==> src/rtl/mem_access_unit_pkg.sv <==
// Shared definitions for the memory access stage: access size codes, FSM states and constants.
package mem_access_unit_pkg;

    localparam logic [2:0] RwByte  = 3'b000;
    localparam logic [2:0] RwHalf  = 3'b001;
    localparam logic [2:0] RwWord  = 3'b010;
    localparam logic [2:0] RwByteU = 3'b100;
    localparam logic [2:0] RwHalfU = 3'b101;

    localparam logic [31:0] ZeroWord = 32'h0000_0000;

    typedef enum logic [0:0] {
        StIdle,
        StWait
    } mau_state_e;

endpackage

==> src/rtl/lsu_lane_align.sv <==
// Combinational lane logic: store byte enables and replication, load lane select and extension.
module lsu_lane_align
    import mem_access_unit_pkg::*;
(
    input  logic [2:0]  rw_type_i,
    input  logic [1:0]  addr_lo_i,
    input  logic [31:0] store_data_i,
    input  logic [31:0] load_raw_i,
    output logic        aligned_o,
    output logic [3:0]  be_o,
    output logic [31:0] wdata_o,
    output logic [31:0] load_data_o
);

    logic [7:0]  byte_lane;
    logic [15:0] half_lane;

    assign byte_lane = 8'(load_raw_i >> {addr_lo_i, 3'b000});
    assign half_lane = addr_lo_i[1] ? load_raw_i[31:16] : load_raw_i[15:0];

    always_comb begin
        aligned_o   = 1'b1;
        be_o        = 4'b1111;
        wdata_o     = store_data_i;
        load_data_o = load_raw_i;
        case (rw_type_i)
            RwByte, RwByteU: begin
                be_o        = 4'b0001 << addr_lo_i;
                wdata_o     = {4{store_data_i[7:0]}};
                // Bit 2 of the size code selects zero extension.
                load_data_o = rw_type_i[2] ? {24'h0, byte_lane}
                                           : {{24{byte_lane[7]}}, byte_lane};
            end
            RwHalf, RwHalfU: begin
                aligned_o   = ~addr_lo_i[0];
                be_o        = 4'b0011 << {addr_lo_i[1], 1'b0};
                wdata_o     = {2{store_data_i[15:0]}};
                load_data_o = rw_type_i[2] ? {16'h0, half_lane}
                                           : {{16{half_lane[15]}}, half_lane};
            end
            default: begin
                aligned_o = (addr_lo_i == 2'b00);
            end
        endcase
    end

endmodule

==> src/rtl/mem_access_unit.sv <==
// MEM stage: data memory handshake FSM with ack timeout, plus the MEM/WB pipeline registers.
module mem_access_unit
    import mem_access_unit_pkg::*;
#(
    parameter int unsigned ACK_TIMEOUT = 16
) (
    input  logic        clk,
    input  logic        rst_n,
    input  logic [31:0] alu_result_i,
    input  logic [31:0] rs2_data_i,
    input  logic [31:0] imme_i,
    input  logic [31:0] pc_order_i,
    input  logic [4:0]  rd_i,
    input  logic        mem_read_i,
    input  logic        mem_write_i,
    input  logic        lui_i,
    input  logic        jal_i,
    input  logic        jalr_i,
    input  logic        reg_write_i,
    input  logic [2:0]  rw_type_i,
    output logic        dmem_req_o,
    output logic        dmem_we_o,
    output logic [31:0] dmem_addr_o,
    output logic [31:0] dmem_wdata_o,
    output logic [3:0]  dmem_be_o,
    input  logic [31:0] dmem_rdata_i,
    input  logic        dmem_ack_i,
    output logic        stall_o,
    output logic        misalign_o,
    output logic        bus_err_o,
    output logic [31:0] wb_data_o,
    output logic [4:0]  wb_rd_o,
    output logic        wb_reg_write_o
);

    localparam int unsigned CntW = (ACK_TIMEOUT > 1) ? $clog2(ACK_TIMEOUT) : 1;
    localparam logic [CntW-1:0] CntMax = CntW'(ACK_TIMEOUT - 1);

    mau_state_e      state_q;
    logic [CntW-1:0] cnt_q;
    logic            bus_err_q;
    logic [31:0]     wb_data_q;
    logic [4:0]      wb_rd_q;
    logic            wb_reg_write_q;

    logic        access;
    logic        aligned;
    logic        req;
    logic        timeout;
    logic        stall;
    logic        bubble;
    logic [3:0]  lane_be;
    logic [31:0] lane_wdata;
    logic [31:0] load_data;
    logic [31:0] wb_sel;

    lsu_lane_align u_lane_align (
        .rw_type_i    (rw_type_i),
        .addr_lo_i    (alu_result_i[1:0]),
        .store_data_i (rs2_data_i),
        .load_raw_i   (dmem_rdata_i),
        .aligned_o    (aligned),
        .be_o         (lane_be),
        .wdata_o      (lane_wdata),
        .load_data_o  (load_data)
    );

    assign access = mem_read_i | mem_write_i;

    // Inputs are held while stalled, so WAIT keeps requesting without re-checking them.
    always_comb begin
        req        = 1'b0;
        misalign_o = 1'b0;
        if (rst_n) begin
            if (state_q == StWait) begin
                req = 1'b1;
            end else if (access) begin
                req        = aligned;
                misalign_o = ~aligned;
            end
        end
    end

    // Stall is released in the timeout cycle so upstream moves on while the bubble is captured.
    assign timeout = (state_q == StWait) && !dmem_ack_i && (cnt_q == CntMax);
    assign stall   = req && !dmem_ack_i && !timeout;
    assign bubble  = stall || timeout || misalign_o;

    always_comb begin
        wb_sel = alu_result_i;
        if (mem_read_i) begin
            wb_sel = load_data;
        end else if (jal_i || jalr_i) begin
            wb_sel = pc_order_i;
        end else if (lui_i) begin
            wb_sel = imme_i;
        end
    end

    always_ff @(posedge clk or negedge rst_n) begin
        if (!rst_n) begin
            state_q        <= StIdle;
            cnt_q          <= '0;
            bus_err_q      <= 1'b0;
            wb_data_q      <= ZeroWord;
            wb_rd_q        <= 5'd0;
            wb_reg_write_q <= 1'b0;
        end else begin
            bus_err_q <= timeout;
            case (state_q)
                StIdle: begin
                    cnt_q <= '0;
                    if (req && !dmem_ack_i) begin
                        state_q <= StWait;
                    end
                end
                StWait: begin
                    if (dmem_ack_i || timeout) begin
                        state_q <= StIdle;
                        cnt_q   <= '0;
                    end else if (cnt_q != CntMax) begin
                        cnt_q <= cnt_q + 1'b1;
                    end
                end
                default: state_q <= StIdle;
            endcase

            if (bubble) begin
                wb_reg_write_q <= 1'b0;
            end else begin
                wb_data_q      <= wb_sel;
                wb_rd_q        <= rd_i;
                wb_reg_write_q <= reg_write_i && (rd_i != 5'd0);
            end
        end
    end

    assign dmem_req_o     = req;
    assign dmem_we_o      = req && mem_write_i;
    assign dmem_be_o      = dmem_we_o ? lane_be : 4'b0000;
    assign dmem_addr_o    = {alu_result_i[31:2], 2'b00};
    assign dmem_wdata_o   = lane_wdata;
    assign stall_o        = stall;
    assign bus_err_o      = bus_err_q;
    assign wb_data_o      = wb_data_q;
    assign wb_rd_o        = wb_rd_q;
    assign wb_reg_write_o = wb_reg_write_q;

endmodule

==> config.mk <==
export PLATFORM = sky130hd
export DESIGN_NAME = mem_access_unit
export DESIGN_NICKNAME = d
export VERILOG_FILES = /design/src/rtl/mem_access_unit_pkg.sv /design/src/rtl/lsu_lane_align.sv /design/src/rtl/mem_access_unit.sv
export SDC_FILE = /design/constraint.sdc
export NUM_CORES = 1
export LEC_CHECK = 0
export CELL_PAD_IN_SITES_DETAIL_PLACEMENT = 0
export CELL_PAD_IN_SITES_GLOBAL_PLACEMENT = 2
export CORE_ASPECT_RATIO = 1.25
export CORE_MARGIN = 10
export CORE_UTILIZATION = 18
export CTS_CLUSTER_SIZE = 16
export DETAILED_ROUTE_END_ITERATION = 8
export HOLD_SLACK_MARGIN = 0.02
export PLACE_DENSITY_LB_ADDON = 0.1
export SYNTH_ARGS = -nofsm -noshare
export SYNTH_HDL_FRONTEND = slang
export SYNTH_HIERARCHICAL = 1
export SYNTH_SLANG_ARGS = --single-unit
export TNS_END_PERCENT = 1
==> constraint.sdc <==
create_clock -name clk -period 2.3 [get_ports clk]
set_clock_uncertainty 0.1 [all_clocks]
set_input_delay 0.23 -clock clk [delete_from_list [all_inputs] [get_ports clk]]
set_output_delay 0.23 -clock clk [all_outputs]
set_load 0.05 [all_outputs]
# ---- Yosys cells after proc, flatten, opt, wreduce, memory -nomap -nowiden
# Index checks and enable logic that the tools add are counted.
dict set report op_classes {
  add_sub_neg 1
  n_eq_ne 6
  shift 3
  muxes 24
  bitwise 4
  reduce_logical 17
}
# cell n
set ops {}
lappend ops {{two-way mux 32 bit} 5}
lappend ops {{case mux 32 bit (2 select lines)} 2}
lappend ops {{right shift 32 x 5 -> 8 bit} 1}
lappend ops {{two-way mux 16 bit} 1}
lappend ops {{case mux 4 bit (2 select lines)} 2}
lappend ops {{two-way mux 4 bit} 3}
lappend ops {{two-way mux 1 bit} 9}
lappend ops {{== test 3 bit (second input constant)} 2}
lappend ops {{logical AND 1 bit} 6}
lappend ops {{nonzero test 5 bit} 1}
lappend ops {{adder 4 x 1 -> 4 bit (second input constant)} 1}
lappend ops {{== test 4 bit (second input constant)} 1}
lappend ops {{logical OR 1 bit} 4}
lappend ops {{!= test 4 bit (second input constant)} 1}
lappend ops {{case mux 1 bit (2 select lines)} 2}
lappend ops {{OR reduction 2 bit} 2}
lappend ops {{<< shifter 1 x 2 -> 4 bit (first input constant)} 1}
lappend ops {{<< shifter 2 x 2 -> 4 bit (first input constant)} 1}
lappend ops {{== test 3 x 1 -> 1 bit (second input constant)} 1}
lappend ops {{logical NOT 3 bit} 1}
lappend ops {{!= test 3 x 1 -> 1 bit (second input constant)} 1}
lappend ops {{inverter 1 bit} 3}
lappend ops {{logical NOT 1 bit} 2}
lappend ops {{logical NOT 2 bit} 1}
lappend ops {{bitwise OR 1 bit} 1}
dict set report totals {
  ff_bits 44
  input_bits 177
  output_inout_bits 111
  wordCells 61
}

# ---- Depth between registers and ports, before layout
# Gate-level depths: netlist (run 1).
dict set report depth {
  depth_word 11
  ltp_mapped 9
  mapped_depth_nobuf 6
}

# ---- Modules after synthesis
# Netlist (run 1), hierarchy kept.
# mod n_inst cells_per_inst area_per_inst_um2 seq_area_each_um2
set by_module_without_submodules {}
lappend by_module_without_submodules {mem_access_unit 1 366 2984.1 1101.1}
lappend by_module_without_submodules {lsu_lane_align 1 188 1233.7 0.0}

# ---- Worst setup path before layout (run 1)
# Ideal clock, no wire load.
dict set report synth_path {
  path_kind {input to output}
  start {in alu_result_i[1]}
  end {out stall_o}
  arrival_time_ns 2.101
  required_time_ns 1.970
  path_slack_ns -0.131
  cell_stages 5
  path_buffers 2
  path_cell_list {buf_6 -> buf_2 -> o21ai_0 -> a21oi_1 -> nor3_1}
}
dict set report synth_between {
  elab_chain_cells 7
}
# element line_no
set synth_rtl {}
lappend synth_rtl {{start, declared} mem_access_unit.sv:9} ;# input logic [31:0] alu_result_i,
lappend synth_rtl {{logical NOT 2 bit} lsu_lane_align.sv:42} ;# aligned_o = (addr_lo_i == 2'b00);
lappend synth_rtl {{case mux 1 bit (2 select lines)} lsu_lane_align.sv:26} ;# case (rw_type_i)
lappend synth_rtl {{net aligned} mem_access_unit.sv:47} ;# logic aligned;
lappend synth_rtl {{two-way mux 1 bit} mem_access_unit.sv:77} ;# end else if (access) begin
lappend synth_rtl {{two-way mux 1 bit} mem_access_unit.sv:75} ;# if (state_q == StWait) begin
lappend synth_rtl {{two-way mux 1 bit} mem_access_unit.sv:74} ;# if (rst_n) begin
lappend synth_rtl {{logical AND 1 bit (2 in series)} mem_access_unit.sv:86} ;# assign stall = req && !dmem_ack_i && !timeout;
lappend synth_rtl {{end, declared} mem_access_unit.sv:28} ;# output logic stall_o,
# The timed path passes the listed nets, and every way through them passes these cells.

# ---- Worst setup path after layout (run 1)
dict set report layout_path {
  start {in alu_result_i[0]}
  end {out dmem_be_o[2]}
}
dict set report layout_between {
  elab_chain_cells 7
  word_cells_on_any_way 10
  classes_between {shift: 1; mux: 6; bitwise: 1; reduce/logical: 2}
}
# element line_no
set layout_rtl {}
lappend layout_rtl {{logical NOT 2 bit / inverter 1 bit (equally long branches)} {lsu_lane_align.sv:42, lsu_lane_align.sv:35}}
lappend layout_rtl {{case mux 1 bit (2 select lines) *} lsu_lane_align.sv:26}
lappend layout_rtl {{net aligned} mem_access_unit.sv:47}
lappend layout_rtl {{two-way mux 1 bit *} mem_access_unit.sv:77}
lappend layout_rtl {{two-way mux 1 bit *} mem_access_unit.sv:75}
lappend layout_rtl {{two-way mux 1 bit *} mem_access_unit.sv:74}
lappend layout_rtl {{logical AND 1 bit *} mem_access_unit.sv:139} ;# assign dmem_we_o = req && mem_write_i;
lappend layout_rtl {{two-way mux 4 bit *} mem_access_unit.sv:140} ;# assign dmem_be_o = dmem_we_o ? lane_be : 4'b0000;
lappend layout_rtl {{end, declared} mem_access_unit.sv:25} ;# output logic [3:0] dmem_be_o,
# Mark *: on every way through the listed nets, which the timed path passes. The rest lies on a longest branch.

==> impl_metrics.py, run 1 <==
metrics = {
    "status": {
        "status": "finished clean",
    },
    "power_and_ir_drop": {
        "finalPower_mw": 3.86,
        "ir_drop_v": 0.000277,
        "p_leak_nw": 3.30,
        "powerDensity_mw_per_mm2": 501,
    },
    "floorplanning": {
        "boundaryPins": 288,
        "core-area_mm2": 0.0230,
        "rows": 62,
        "die-area_mm2": 0.0300,
        "start_util_pct": 18.3,
        "die_y_um": 191,
        "die_x_um": 157,
    },
    "clock_network": {
        "cts_made_buffers": 5,
        "clock_latency_ns": 0.29,
        "htreeDepth": 2,
        "cts.clk_slew.worst_paths_ns": 0.07,
        "cts_buffer_depth": 2,
        "cts_tree": "done",
        "cts_root_buf": "clkbuf_16",
        "cts_num_sinks": 44,
    },
    "setup_path": {
        "worstPathMaxFanout": 5,
        "critPathArrivalTime_ns": 1.86,
        "crit_required_ns": 1.97,
        "start_kind": "input pin",
        "crit_type": "in -> out",
        "endpoint_kind": "output port",
        "path_cells": "clkdlybuf4s50_1 > buf_6 > a21o_1 > o21ai_2 > buf_4 > o211a_4 > and2_1 > buf_12",
        "cp_slowest_stage_delay_ns": 0.48,
        "slowest_stage": "clkdlybuf4s50_1",
    },
    "drt": {
        "via_per_inst": 4.43,
        "drc": 0,
        "drt_iter0_markers": 237,
        "firstDrtPassIters": 4,
        "wl_um": 22500,
        "vias": 4838,
        "wl_per_cell_um": 20.6,
        "postRouteAntennaNets": 0,
    },
    "sta": {
        "tightest_slew_ns": 0.786,
        "fmax_mhz": 456,
        "drv_slew": 0,
        "layout_min_cycle_time_ns": 2.19,
        "finalCritPeriodShare_pct": 95.3,
        "rsz0062_at_grt": "false",
        "hold_violations": 0,
        "setup_violations": 0,
        "relSlewSlack_pct": 47.6,
    },
    "layout": {
        "layout-drive-gt1-share_pct": 14.1,
        "stdcell_count": 1093,
        "area_delta_synth_final_pct": 82.4,
        "nets": 978,
    },
    "synth": {
        "synth_edf_count": 0,
        "synth_area_mm2": 0.00422,
        "synth_top_area_cell": "dfrtp_1",
        "synthDistinctLibCells": 45,
        "yosysSeqAreaShare_pct": 26.1,
        "netlist_instances": 554,
        "synth.top_cell.area_share_pct": 26.1,
        "synthArstFlopShare_pct": 100,
        "ys_ff_latch": 44,
        "synthTopCellsByArea": "dfrtp_1 26%, mux2i_1 11%, nand2_1 9.4%",
        "yosys_warnings": 6,
        "synth_ff_type": "dfrtp_1",
        "avgSynthCellArea_um2": 7.61,
    },
    "place": {
        "port_buffers": 285,
        "place_congestion": 0.765,
        "post-place-cells": 1079,
        "hpwl_um": 18700,
    },
    "run": {
        "maxCapViolCount": 0,
    },
    "grt": {
        "antenna_found_initial": 4,
        "grt_pass1_vias": 5369,
        "grt_max_degree": 65,
        "grt_use_total_pct": 14.4,
        "grt_pass1_wl_um": 32900,
        "grt_remaining_overflow": 0,
    },
    "worst_hold_path": {
        "min_path_type": "in -> async",
    },
}
## repair_timing
action                                 4_1_cts  5_1_grt
pin swaps                                    1        1
gates resized for setup                      6        1
setup endpoints to repair                    5        4
setup buffers                                0        1
endpoints found under the hold margin       44        0
hold buffers                                 1        0
## sequential cells by signal (all words and copies together), names as in the netlist
signal / flops
cnt_q: 4
wb_data_o: 32
wb_reg_write_o: 1
wb_rd_o: 5
bus_err_o: 1
state_q: 1
## synthesized netlist by cell type (2+ instances only)
library cell,count
nand2_1,106
mux2i_1,48
dfrtp_1,44
inv_1,43
buf_4,42
o21ai_0,42
a21oi_1,34
a22oi_1,32
buf_2,24
nor2b_1,19
nor2_1,18
o22ai_1,17
mux2_2,9
clkbuf_1,8
o221ai_1,8
a221o_1,7
mux2_1,5
and2_1,4
buf_6,4
nand2b_1,4
or2_2,4
buf_1,3
o21bai_1,3
clkbuf_2,2
mux2_4,2
nand3_1,2
nor3_1,2
## cell type report
type / instances / area, um^2
Timing Repair Buffer: 321 / 3420
Tap cell: 288 / 360
Clock buffer: 5 / 125
Inverter: 43 / 161
Sequential cell: 44 / 1100
Fill cell: 2419 / 15300
Multi-Input combinational cell: 385 / 2470
Antenna cell: 4 / 10.0
Clock inverter: 3 / 46.3
## cell families after synthesis
family / synth area share, %
other cells: 0.0889
xor+xnor: 0.415
simple gates: 16.9
buf+inv: 16.4
mux: 15.8
flops: 26.1
compound gates: 23.9
fa+ha+maj: 0.297
## path summary, 6_finish.rpt
check / cells after the start / start / slack [ns] / to
hold reg to reg: 1 / cnt_q[0]$_DFFE_PN0P_ / 0.37 / cnt_q[0]$_DFFE_PN0P_
hold / removal: 2 / rst_n / 0.22 / state_q$_DFF_PN0_
setup / recovery: 8 / alu_result_i[0] / 0.11 / dmem_be_o[2]
max in group asynchronous: 3 / rst_n / 1.23 / wb_data_o[20]$_DFFE_PN0N_
min in group clk: 4 / mem_read_i / 0.37 / state_q$_DFF_PN0_
setup reg to reg: 5 / cnt_q[0]$_DFFE_PN0P_ / 0.62 / wb_rd_o[0]$_DFFE_PN0N_
## cell usage in the layout, fill, tap and decap left out, drive strengths merged, types with 2 or more instances in the layout
cell type and count:
clkdlybuf4s50 241, nand2 106, buf 79, mux2i 48, dfrtp 44, inv 44, o21ai 42, a21oi 34
a22oi 33, nor2b 19, nor2 18, o22ai 18, mux2 16, o221ai 8, a221o 7, clkbuf 5
diode 4, nand2b 4, or2 4, and2 4, o21bai 4, nand3 2, conb 2, nor3 2
o31ai 2
## per-stage QoR
step	util, %	setup slack, ns	instance area (um^2)	TNS (ns)	hold WS [ns]
final	33.4	0.109	7690	0	0.223
after global placement	32.4	-0.201	7470	-5.59	-0.0462
after CTS	33.3	0.0122	7670	0	0.210
after floorplan	-	-0.0484	4230	-0.0484	-0.166
after detailed placement	32.4	-0.273	7470	-6.67	-0.0419
after global routing	33.4	0.0340	7690	0	0.222
## power breakdown
group / total (mW) / internal (mW) / switching, mW / leakage, nW
logic: 2.08 / 0.881 / 1.20 / 2.68
clock network: 0.853 / 0.517 / 0.336 / 0.0805
registers: 0.927 / 0.871 / 0.0557 / 0.545
## worst max-delay path: cells and delay by family
kind | cells | cell delay [ns]
AO/OA/AOI/OAI | 3 | 0.53
buffers and inverters | 4 | 0.89
AND/OR/NAND/NOR | 1 | 0.20
## layer usage
metal | track usage [%] | vias up | share of wire (%)
li1 | - | 2361 | -
met4 | 3.96 | 2 | 1.5
met1 | 15.1 | 2250 | 36
met5 | 0 | - | 0.058
met2 | 26.5 | 205 | 53
met3 | 5.04 | 20 | 9.6
No activity file was read; power rests on OpenSTA's default activity.
==> run 2: changes to the inputs <==
==> constraint.sdc (replaced) <==
create_clock -name clk -period 2.4 [get_ports clk]
set_clock_uncertainty 0.1 [all_clocks]
set_input_delay 0.24 -clock clk [delete_from_list [all_inputs] [get_ports clk]]
set_output_delay 0.24 -clock clk [all_outputs]
set_load 0.05 [all_outputs]
==> run 2 against run 1 <==
Effect of this change: sequential share of layout area increased by 0.054 points; core utilization decreased by 0.12 points; flip-flop and latch count unchanged; critical path depth decreased by 1; register-to-register slack improved by 0.08 ns; routed wire length decreased by 1.2%.
==> impl_metrics.py, run 2 (same netlist as run 1, synthesis figures left out) <==
metrics = {
    "setup_path": {
        "endpoint_kind": "output port",
        "start_kind": "input pin",
        "r2r-end": "wb_rd_o[1]$_DFFE_PN0N_",
        "critPathArrivalTime_ns": 1.97,
        "cp_top_family": "buffers and inverters",
        "crit_type": "in -> out",
        "worstReg2RegStart": "cnt_q[0]$_DFFE_PN0P_",
        "slowest_stage": "clkdlybuf4s50_1",
        "path_buf_inv": 3,
        "rrSetupSlack_ns": 0.70,
        "worstPathMaxFanout": 5,
        "reg2regPathDepth": 5,
        "cp_slowest_stage_delay_ns": 0.49,
        "path_cells": "clkdlybuf4s50_1 > a21o_1 > o21ai_1 > buf_4 > o211a_2 > and2_1 > buf_12",
        "crit_required_ns": 2.06,
    },
    "layout": {
        "final_cell_mix": "248 x clkdlybuf4s50_1, 106 x nand2_1, 48 x mux2i_1, 44 x dfrtp_1, 43 x inv_1",
        "layout-drive-gt1-share_pct": 12.8,
        "area_delta_synth_final_pct": 81.7,
        "layout_commonest_cell": "clkdlybuf4s50_1",
        "largest_reg_flops": 32,
        "nets": 977,
        "fin_area_mm2": 0.00766,
        "final_util_pct": 33.3,
        "stdcell_count": 1091,
    },
    "clock_network": {
        "cts_tree": "done",
        "cts_made_buffers": 5,
        "cts_root_buf": "clkbuf_16",
        "cts_num_sinks": 44,
        "cts_buffer_depth": 2,
        "cts.clk_slew.worst_paths_ns": 0.07,
        "cts_setup_buffers": 0,
        "htreeDepth": 2,
        "clock_latency_ns": 0.29,
    },
    "drt": {
        "postRouteAntennaNets": 0,
        "via_per_inst": 4.38,
        "firstDrtPassIters": 4,
        "vias": 4778,
        "drc": 0,
        "wl_per_cell_um": 20.4,
        "wl_um": 22200,
        "drt_iter0_markers": 145,
    },
    "place": {
        "place_congestion": 0.807,
        "post-place-cells": 1079,
        "postPlaceCellArea_mm2": 0.00748,
        "pre_cts_ws_ns": -0.0544,
        "port_buffers": 285,
        "hpwl_um": 18800,
    },
    "sta": {
        "tightest_slew_ns": 0.763,
        "setup_slack_ns": 0.0872,
        "setup_violations": 0,
        "layout_min_cycle_time_ns": 2.31,
        "finalCritPeriodShare_pct": 96.4,
        "fmax_mhz": 432,
        "hold_violations": 0,
        "relSlewSlack_pct": 49.1,
        "rsz0062_at_grt": "false",
        "drv_slew": 0,
    },
    "floorplanning": {
        "rows": 62,
        "core-area_mm2": 0.0230,
        "die_x_um": 157,
        "die_y_um": 191,
        "start_util_pct": 18.3,
        "die-area_mm2": 0.0300,
        "boundaryPins": 288,
    },
    "worst_hold_path": {
        "holdPathStages": 4,
        "min_to": "state_q$_DFF_PN0_",
        "min_path_type": "in -> reg",
        "hold_path_startpoint": "mem_read_i",
    },
    "power_and_ir_drop": {
        "powerDensity_mw_per_mm2": 483,
        "finalPower_mw": 3.70,
        "p_leak_nw": 3.28,
        "ir_drop_v": 0.000228,
    },
    "grt": {
        "grt_remaining_overflow": 0,
        "grt_use_total_pct": 14.2,
        "grt_pass1_wl_um": 32600,
        "grt_pass1_vias": 5328,
        "antenna_found_initial": 4,
        "grt_max_degree": 65,
    },
    "status": {
        "status": "finished clean",
    },
    "run": {
        "maxCapViolCount": 0,
    },
}
run 2: how the worst max path moves through the flow:
stage / start / slack, ns / to / depth (start not counted)
after floorplan: rw_type_i[0] / 0.03 / misalign_o / 5
after global placement: alu_result_i[0] / -0.03 / wb_rd_o[0]$_DFFE_PN0N_ / 8
after detailed placement: alu_result_i[0] / -0.05 / wb_rd_o[1]$_DFFE_PN0N_ / 8
after CTS: alu_result_i[0] / 0.008 / dmem_be_o[2] / 7
after global routing: alu_result_i[0] / 0.01 / dmem_be_o[2] / 7
final: alu_result_i[0] / 0.09 / dmem_be_o[2] / 7
run 2: layout make-up:
type                       instances  area (um^2)
inverter                          43          161
tap                              288          360
clock buffer                       5          125
clock inverter                     3         46.3
fill                            2430        15400
timing repair buffer             320         3420
antenna                            3         7.51
sequential                        44         1100
multi-input combinational        385         2450
run 2: report_power, final:
group | total [mW] | leakage [nW] | internal [mW] | switching, mW
Combinational | 1.98 | 2.65 | 0.842 | 1.14
Clock | 0.828 | 0.0804 | 0.496 | 0.332
Sequential | 0.892 | 0.545 | 0.834 | 0.0574
Total | 3.70 | 3.28 | 2.17 | 1.53
run 2: tightest hold or removal path: cells and delay by family:
family / cells / cell delay (ns)
compound gates: 1 / 0.20
buf+inv: 1 / 0.10
simple gates: 2 / 0.17
run 2: stage by stage:
stage / setup TNS [ns] / hold WS, ns
6_report: 0 / 0.361
5_1_grt: 0 / 0.402
3_5_place_dp: -0.332 / 0.235
4_1_cts: 0 / 0.368
2_1_floorplan: 0 / -0.156
3_3_place_gp: -0.143 / 0.222
run 2: timing repair:
item / in CTS / in global routing
cloned: 0 / 0
hold buffers: 1 / 0
setup endpoints to repair: 4 / 4
hold endpoints to repair: 38 / 0
gates resized for setup: 1 / 1
pin swaps: 0 / 0
run 2: per-layer routing:
| layer | track usage, % | share of wire, % | wire, um |
|---|---|---|---|
| met1 | 14.8 | 37 | 8220 |
| met2 | 25.8 | 51 | 11400 |
| met3 | 5.28 | 9.2 | 2060 |
| met4 | 4.51 | 2.3 | 518 |
| met5 | 0 | 0.090 | 20 |
==> run 3: changes to the inputs <==
--- a/config.mk
+++ b/config.mk
@@ -12,6 +12,7 @@
 export CORE_UTILIZATION = 18
 export CTS_CLUSTER_SIZE = 16
 export DETAILED_ROUTE_END_ITERATION = 8
+export GPL_TIMING_DRIVEN = 0
 export HOLD_SLACK_MARGIN = 0.02
 export PLACE_DENSITY_LB_ADDON = 0.1
 export SYNTH_ARGS = -nofsm -noshare
==> run 3 against run 2 <==
Effect of this change: via count rose by 5.7%; final cell count rose by 4.7%; flip-flop and latch count unchanged; cell area down 0.65%; routed wire length is 5.8% higher; critical path depth unchanged; count of clock-buffer cells in the layout is the same; global-route usage up 0.72 points; sequential share of layout area is 0.094 points higher; combinational power shrank 4%; critical path type unchanged; critical endpoint is now stall_o; largest power group unchanged.
==> impl_metrics.py, run 3 (same netlist as run 1, synthesis figures left out) <==
metrics = {
    "grt": {
        "top_usage_layer": "met2",
        "met3_usage_pct": 5.19,
        "met2_usage_pct": 28.0,
        "grt_use_total_pct": 15.0,
        "grt_pass1_vias": 5567,
        "grt_max_degree": 29,
        "grt_pass1_wl_um": 34100,
        "antenna_found_initial": 7,
        "grt_remaining_overflow": 0,
        "grt_use_met1_pct": 15.5,
    },
    "floorplanning": {
        "die_y_um": 191,
        "rows": 62,
        "boundaryPins": 288,
        "die_x_um": 157,
        "start_util_pct": 18.3,
        "die-area_mm2": 0.0300,
        "core-area_mm2": 0.0230,
    },
    "place": {
        "place_congestion": 0.804,
        "hpwl_um": 20000,
        "port_buffers": 283,
    },
    "setup_path": {
        "worstReg2RegStart": "cnt_q[0]$_DFFE_PN0P_",
        "slowest_stage": "clkdlybuf4s50_1",
        "crit_type": "in -> out",
        "endpoint_kind": "output port",
        "startpoint": "alu_result_i[1]",
        "r2r-end": "wb_rd_o[2]$_DFFE_PN0N_",
        "reg2regPathDepth": 5,
        "crit_required_ns": 2.06,
        "path_cells": "clkdlybuf4s50_1 > buf_6 > buf_4 > o21ai_4 > a21oi_1 > nor3_2 > clkdlybuf4s15_2",
        "cp_slowest_stage_delay_ns": 0.45,
        "start_kind": "input pin",
        "rrSetupSlack_ns": 0.56,
        "worstPathMaxFanout": 10,
        "critPathArrivalTime_ns": 1.99,
    },
    "clock_network": {
        "htreeDepth": 2,
        "cts_root_buf": "clkbuf_16",
        "cts_tree": "done",
        "cts_num_sinks": 44,
        "cts_made_buffers": 5,
        "cts_buffer_depth": 2,
        "cts.clk_slew.worst_paths_ns": 0.07,
        "cts_setup_buffers": 0,
        "clock_latency_ns": 0.29,
    },
    "drt": {
        "drt_iter0_markers": 166,
        "vias": 5052,
        "drc": 0,
        "wl_um": 23500,
        "via_per_inst": 4.42,
        "firstDrtPassIters": 4,
        "wl_per_cell_um": 20.6,
        "postRouteAntennaNets": 0,
    },
    "power_and_ir_drop": {
        "pwr-share-comb_pct": 52.5,
        "ir_drop_v": 0.000228,
        "switching_share_pct": 42.3,
        "internal_power_mw": 2.10,
        "power_frac_seq_pct": 24.4,
        "clockPowerShare_pct": 23.0,
        "p_leak_nw": 3.34,
        "powerDensity_mw_per_mm2": 477,
        "p_sw_mw": 1.54,
    },
    "worst_hold_path": {
        "hold_path_startpoint": "cnt_q[0]$_DFFE_PN0P_",
        "min_path_type": "reg -> reg",
        "min_to": "cnt_q[0]$_DFFE_PN0P_",
        "holdPathStages": 1,
    },
    "sta": {
        "tightest_slew_ns": 0.871,
        "fmax_mhz": 430,
        "fin_hold_ws_ns": 0.370,
        "finalCritPeriodShare_pct": 97.0,
        "drv_slew": 0,
        "relSlewSlack_pct": 41.8,
        "layout_min_cycle_time_ns": 2.33,
        "rsz0062_at_grt": "true",
        "hold_violations": 0,
        "setup_violations": 0,
    },
    "layout": {
        "layout_commonest_cell": "clkdlybuf4s50_1",
        "area_delta_synth_final_pct": 80.5,
        "final_util_pct": 33.1,
        "final_cell_mix": "252 x clkdlybuf4s50_1, 106 x nand2_1, 48 x mux2i_1, 48 x buf_4, 44 x dfrtp_1",
        "largest_reg_flops": 32,
        "nets": 1026,
        "layout-drive-gt1-share_pct": 14.1,
    },
    "run": {
        "maxCapViolCount": 0,
    },
    "status": {
        "status": "finished clean",
    },
}
==> run 3: changes by cell type in the layout (fill, tap and decap cells not counted), sizes merged <==
cell           change
dlygate4sd2       +14
clkdlybuf4s50      +4
diode              +2
clkdlybuf4s15      +4
buf               +11
dlygate4sd3        +1
clkbuf            +15
==> run 3: timing repair <==
action,4_1_cts,5_1_grt
pin swaps,0,0
resized for setup,71,19
cloned,0,0
endpoints found under the setup margin,70,35
hold buffers,2,0
hold endpoints to repair,16,0
==> run 3: layout make-up <==
class / count / area [um^2]
Buffer: 83 / 541
Tap cell: 288 / 360
Inverter: 43 / 161
Antenna cell: 5 / 12.5
Clock inverter: 3 / 46.3
Sequential cell: 44 / 1100
Clock buffer: 5 / 125
Multi-Input combinational cell: 385 / 2470
Fill cell: 2452 / 15400
Timing Repair Buffer: 286 / 2800
==> run 3: how the worst max path moves through the flow <==
stage	cells after the start	slack, ns	endpoint
3_3_place_gp	4	-1.97	dmem_be_o[0]
5_1_grt	7	-0.02	stall_o
4_1_cts	8	0.02	wb_rd_o[2]$_DFFE_PN0N_
3_5_place_dp	7	-1.16	dmem_be_o[0]
6_report	7	0.07	stall_o
2_1_floorplan	5	0.03	misalign_o
==> run 3: through the flow <==
step / cell area, um^2 / cells / worst slack [ns] / TNS (ns) / total power, mW
5_1_grt: 7610 / 1139 / -0.0150 / -0.0150 / 3.81
3_5_place_dp: 7430 / 1127 / -1.16 / -48.48 / 2.85
2_1_floorplan: 4230 / 555 / 0.0316 / 0 / 1.98
6_report: 7610 / 1142 / 0.0724 / 0 / 3.64
3_3_place_gp: 7420 / 1126 / -1.97 / -111.18 / 2.83
4_1_cts: 7610 / 1137 / 0.0179 / 0 / 3.69
==> run 3: metal layers <==
metal,vias to the layer above,share of wire [%]
met5,-,0.059
met4,4,1.3
met3,16,8.8
met2,197,53
met1,2374,37
li1,2461,-
==> run 3: worst max-delay path: cells and delay by family <==
kind,cells,cell delay [ns]
buffers and inverters,4,1.20
and+or+nand+nor,1,0.12
AOI/OAI and AO/OA,2,0.41
==> run 3: power by group through the flow <==
stage	Combinational [mW]	Clock (mW)	Sequential, mW
6_report	1.91	0.838	0.888
5_1_grt	2.03	0.888	0.900
4_1_cts	1.94	0.863	0.889
3_5_place_dp	1.95	0	0.904
3_3_place_gp	1.93	0	0.899
2_1_floorplan	0.755	0	1.22
